File: config.mk
export PLATFORM = sky130hd
export DESIGN_NAME = byte_mem_ctrl
export DESIGN_NICKNAME = d
export VERILOG_FILES = /design/src/rtl/byte_mem_pkg.sv /design/src/rtl/byte_mem_array.sv /design/src/rtl/byte_mem_ctrl.sv
export SDC_FILE = /design/constraint.sdc
export NUM_CORES = 2
export LEC_CHECK = 0
export CAP_MARGIN = 20
export CORE_ASPECT_RATIO = 1.2
export CORE_UTILIZATION = 40
export DETAILED_ROUTE_END_ITERATION = 8
export GPL_ROUTABILITY_DRIVEN = 0
export SYNTH_ARGS = -nofsm -noshare
export SYNTH_HDL_FRONTEND = slang
export SYNTH_SLANG_ARGS = --single-unit
export TNS_END_PERCENT = 20
File: constraint.sdc
create_clock -name clk -period 9.2 [get_ports clk]
set_clock_uncertainty 0.05 [all_clocks]
set_input_delay 1.84 -clock clk [delete_from_list [all_inputs] [get_ports clk]]
set_output_delay 1.84 -clock clk [all_outputs]
set_load 0.01 [all_outputs]
File: src/rtl/byte_mem_pkg.sv
// Shared FSM state type and request-length helper for byte_mem_ctrl.
package byte_mem_pkg;

  typedef enum logic [1:0] {
    IDLE = 2'd0,
    XFER = 2'd1,
    RESP = 2'd2
  } state_e;

  function automatic logic len_legal(input int len, input int word_bytes);
    return (len >= 1) && (len <= word_bytes);
  endfunction

endpackage

File: src/rtl/byte_mem_array.sv
// DEPTH x 8 single-port storage: synchronous write, combinational read.
module byte_mem_array #(
  parameter  int DEPTH = 256,
  localparam int AW    = $clog2(DEPTH)
) (
  input  logic          clk,
  input  logic          we,
  input  logic [AW-1:0] addr,
  input  logic [7:0]    wdata,
  output logic [7:0]    rdata
);

  logic [7:0] mem [DEPTH];

  always_ff @(posedge clk) begin
    if (we) mem[addr] <= wdata;
  end

  assign rdata = mem[addr];

endmodule

File: src/rtl/byte_mem_ctrl.sv
// Byte-serial big-endian memory controller; one byte moved per XFER cycle.
// Optional feature macro: BYTE_MEM_ALIGN_CHECK_EN (reject addr mod len != 0).
module byte_mem_ctrl
  import byte_mem_pkg::*;
#(
  parameter  int DEPTH      = 256,
  parameter  int WORD_BYTES = 4,
  localparam int AW         = $clog2(DEPTH),
  localparam int LW         = $clog2(WORD_BYTES) + 1,
  localparam int DW         = 8 * WORD_BYTES
) (
  input  logic          clk,
  input  logic          rst,
  input  logic          req_valid,
  output logic          req_ready,
  input  logic          req_we,
  input  logic [AW-1:0] req_addr,
  input  logic [LW-1:0] req_len,
  input  logic [DW-1:0] req_wdata,
  output logic          rsp_valid,
  input  logic          rsp_ready,
  output logic [DW-1:0] rsp_rdata,
  output logic          rsp_err
);

  state_e        state;
  logic [LW-1:0] cnt;
  logic          err_q;
  logic [DW-1:0] rdata_q;

  logic          we_q;
  logic [AW-1:0] addr_q;
  logic [LW-1:0] len_q;
  logic [DW-1:0] wdata_q;

  logic          accept;
  logic          req_bad;
  logic          last;
  logic [LW-1:0] byte_idx;
  logic [AW-1:0] mem_addr;
  logic          mem_we;
  logic [7:0]    wr_byte;
  logic [7:0]    rd_byte;

  assign req_ready = (state == IDLE);
  assign rsp_valid = (state == RESP);
  assign rsp_rdata = rdata_q;
  assign rsp_err   = err_q;
  assign accept    = req_valid && req_ready;

  always_comb begin
    req_bad = !len_legal(int'(req_len), WORD_BYTES);
`ifdef BYTE_MEM_ALIGN_CHECK_EN
    if (!req_bad && ((int'(req_addr) % int'(req_len)) != 0)) req_bad = 1'b1;
`endif
  end

  // Byte i of the word sits at bit lane len-1-i, so the start address holds the MSB.
  assign byte_idx = len_q - LW'(1) - cnt;
  assign wr_byte  = 8'(wdata_q >> {byte_idx, 3'b000});
  assign mem_addr = addr_q + AW'(cnt);
  assign mem_we   = (state == XFER) && we_q;
  assign last     = (cnt == len_q - LW'(1));

  byte_mem_array #(
    .DEPTH (DEPTH)
  ) u_array (
    .clk   (clk),
    .we    (mem_we),
    .addr  (mem_addr),
    .wdata (wr_byte),
    .rdata (rd_byte)
  );

  // Request fields are captured only at acceptance and carry no reset.
  always_ff @(posedge clk) begin
    if (accept) begin
      we_q    <= req_we;
      addr_q  <= req_addr;
      len_q   <= req_len;
      wdata_q <= req_wdata;
    end
  end

  always_ff @(posedge clk or negedge rst) begin
    if (!rst) begin
      state   <= IDLE;
      cnt     <= '0;
      err_q   <= 1'b0;
      rdata_q <= '0;
    end else begin
      case (state)
        IDLE: begin
          if (accept) begin
            cnt     <= '0;
            rdata_q <= '0;
            err_q   <= req_bad;
            state   <= req_bad ? RESP : XFER;
          end
        end
        XFER: begin
          // Reads shift in MSB-first, leaving the result right-justified.
          if (!we_q) rdata_q <= (rdata_q << 8) | DW'(rd_byte);
          if (last) begin
            cnt   <= '0;
            state <= RESP;
          end else begin
            cnt <= cnt + LW'(1);
          end
        end
        RESP: begin
          if (rsp_ready) begin
            err_q <= 1'b0;
            state <= IDLE;
          end
        end
        default: state <= IDLE;
      endcase
    end
  end

endmodule

==> reports/qor.yml <==
sta:
  setup-tns-final_ns: 0
  period_minus_slack_ns: 5.584
  fin_crit_sh_pct: 60.70
  holdWs_ns: 0.4390
  worst_slew_pin_slew_ns: 1.284
  slew-limit-headroom_pct: 14.42
  rsz0062_at_grt: "no"
  finalHoldViolCount: 0
  finalSetupViolations: 0
  drv_slew: 0
  timing.final.ws_setup_ns: 3.616
  max_freq_ghz: 0.1791
global_route:
  grt_start_max_net_pins: 194
  antenna_found_initial: 3
  grt_overflow_total: 0
  track_usage_pct: 19.85
  grt_pass1_vias: 39580
  grt_pass1_wl_um: 296100
min_path:
  min_path_cells: 2
  hold_path_startpoint: "rsp_rdata[31]"
  min_to: "rsp_rdata[31]"
  min_path_type: "reg2reg"
route:
  wire_per_inst_um: 30.46
  drt_iter0_markers: 4412
  route.vias.total: 39060
  drcViolationCount: 0
  viasPerCell: 5.747
  drt-total-wl_um: 207000
  drtPass1Iterations: 7
  antenna_left: 0
layout:
  layout.nets: 3924
  final_core_util_pct: 45.46
  area_growth_pct: 12.70
  final_common_cell: "edfxtp_1"
  drive_gt1_share_pct: 25.42
  mostFrequentLayoutCells: "edfxtp_1 (2,092), mux4_2 (604), nor2_1 (282), clkbuf_16 (200), nand2_1 (138)"
  fin_cells: 6796
clocking:
  clockRootBuffer: "clkbuf_16"
  cts_buffers: 195
  cts_tree: "done"
  clk_path_buf_depth: 3
  cts_setup_buffers: 0
  cts.sinks: 2130
  path_clk_slew_ns: 0.06
  clk-insertion-delay-late_ns: 0.84
  post_cts_resized: 0
  hold_buffers: 0
  cts_max_level: 4
logic_synthesis:
  ys_ff_latch: 2130
  yosysWarningCount: 0
  synth_ff_type: "edfxtp_1"
  synthDistinctLibCells: 74
  synthArstFlopShare_pct: 1.784
  synth_area_mm2: 0.08284
  syn-num-nets: 3783
  synth_edf_count: 2092
  syn_avg_cell_area_um2: 22.23
  synthCells: 3726
  ys_seq_area_share_pct: 76.98
power:
  switchingPower_mw: 11.32
  p_sw_share_pct: 33.63
  power.density_mw_per_mm2: 360.7
  power.internal_mw: 22.35
  ir_drop_v: 0.0004395
  p_leak_nw: 28.85
  p_clk_share_pct: 24.9
  pwr-share-comb_pct: 34.8
  seq_power_share_pct: 40.3
die:
  fp.dieH_um: 500.5
  die_w_um: 417.4
  row_count: 182
  start_util_pct: 40.33
  io-pin-count: 83
  die_area_mm2: 0.2089
  coreArea_mm2: 0.2054
place:
  hpwl_um: 119400
  io_buffers: 82
  pre_cts_slack_ns: 3.550
  place_inst: 6429
critical_path:
  cp-start-kind: "register"
  cp.arrival_ns: 5.98
  crit_top_cell: "nand3_2"
  path_buf_inv: 1
  critical_path_class: "reg2reg"
  crit_chain: "ha_1 -> nand3_2 -> a21oi_1 -> or2_4 -> buf_4 -> nand3_2 -> nor2_1"
  crit_required_ns: 9.60
  rrSetupSlack_ns: 3.62
  slowest_stage: "nand3_2"
  rr_startpoint: "cnt[2]"
  critPathTopFamily: "simple AND/OR/NAND/NOR gates"
  critPathMaxStageDelay_ns: 1.02
  worstSetupEndpointType: "register"
  r2r_end: "u_array.mem[32][2]"
  critPathMaxFanout: 36
  r2r_cells: 7
status:
  status: "complete, no violations"
flow_run:
  cap_violations: 0
worst max path at each step:
stage | depth (start not counted) | startpoint | endpoint
CTS | 7 | cnt[2] | u_array.mem[32][2]
global route | 7 | cnt[2] | u_array.mem[32][2]
finish | 7 | cnt[2] | u_array.mem[32][2]
global placement | 7 | cnt[2] | u_array.mem[32][1]
detailed placement | 7 | cnt[2] | u_array.mem[32][4]
floorplan | 6 | len_q[0] | u_array.mem[0][0]
synthesized netlist by cell type, types with 4 or more instances:
cell type / number / area, um2
nor2_1: 288 / 1081
a32o_1: 15 / 150.1
mux4_2: 604 / 13600
a22o_1: 25 / 219.0
and3_1: 6 / 37.54
nand4_1: 8 / 50.05
mux2i_1: 33 / 330.3
xnor2_1: 6 / 52.55
edfxtp_1: 2092 / 62820
o31ai_1: 4 / 30.03
inv_1: 9 / 33.78
dfrtp_1: 38 / 950.9
a32oi_1: 6 / 52.55
buf_4: 47 / 352.8
nor4_1: 7 / 43.79
o2bb2ai_1: 4 / 35.03
nor2b_1: 14 / 87.58
clkbuf_1: 57 / 214.0
nand2_1: 150 / 563.0
nor3_1: 10 / 50.05
ha_1: 7 / 87.58
a31oi_1: 6 / 37.54
buf_6: 27 / 304.0
o22a_1: 5 / 43.79
buf_2: 58 / 290.3
o21ai_1: 9 / 45.04
buf_1: 22 / 82.58
nor3b_1: 4 / 30.03
nand3_1: 37 / 185.2
o22ai_1: 25 / 156.4
o21ai_0: 19 / 95.09
a21oi_1: 18 / 90.09
layout make-up:
| type | instances | area [um2] |
|---|---|---|
| Fill cell | 17030 | 112000 |
| Multi-Input combinational cell | 1373 | 17950 |
| Clock inverter | 125 | 1386 |
| Sequential cell | 2130 | 63770 |
| Antenna cell | 3 | 7.507 |
| Clock buffer | 238 | 5187 |
| Tap cell | 2760 | 3453 |
| Inverter | 9 | 33.78 |
| Timing Repair Buffer | 158 | 1578 |
per-stage QoR:
| step | power [mW] | cell area [um2] |
|---|---|---|
| 6_report | 33.68 | 93370 |
| 5_1_grt | 34.74 | 93360 |
| 4_1_cts | 33.96 | 93350 |
| 3_5_place_dp | 25.67 | 86780 |
| 3_3_place_gp | 25.53 | 86760 |
| 2_1_floorplan | 21.31 | 82860 |
power by group through the flow:
stage | Sequential, mW | Combinational, mW | Clock [mW]
CTS | 13.5 | 11.9 | 8.49
detailed placement | 13.7 | 11.9 | 0
finish | 13.6 | 11.7 | 8.38
global placement | 13.7 | 11.8 | 0
global route | 13.6 | 12.4 | 8.83
floorplan | 14.1 | 7.24 | 0
sequential cells by signal (all words and copies together) (netlist names):
register and cells:
u_array.mem 2048, rsp_rdata 32, wdata_q 32, addr_q 8, cnt 3, len_q 3
state 2, rsp_err 1, we_q 1
worst min-delay path: cells and delay by family (launching register included):
family,cells,cell delay [ns]
compound gates,1,0.06
simple gates,1,0.05
flops,1,0.34
cells by family after synthesis:
kind of cell / share of synthesized area [%]
buffers and inverters: 1.608
and+or+nand+nor: 2.693
adders and majority gates: 0.1540
xor gates and xnor gates: 0.1148
AOI/OAI and AO/OA: 1.621
muxes: 16.83
DFF: 76.98
layer usage:
layer  wire length, um  GRT usage, %
met3             15290         3.439
met1             82640         26.88
met4              5787         6.289
met5                13             0
met2            103200         32.76
(Power assumes the default switching activity.)
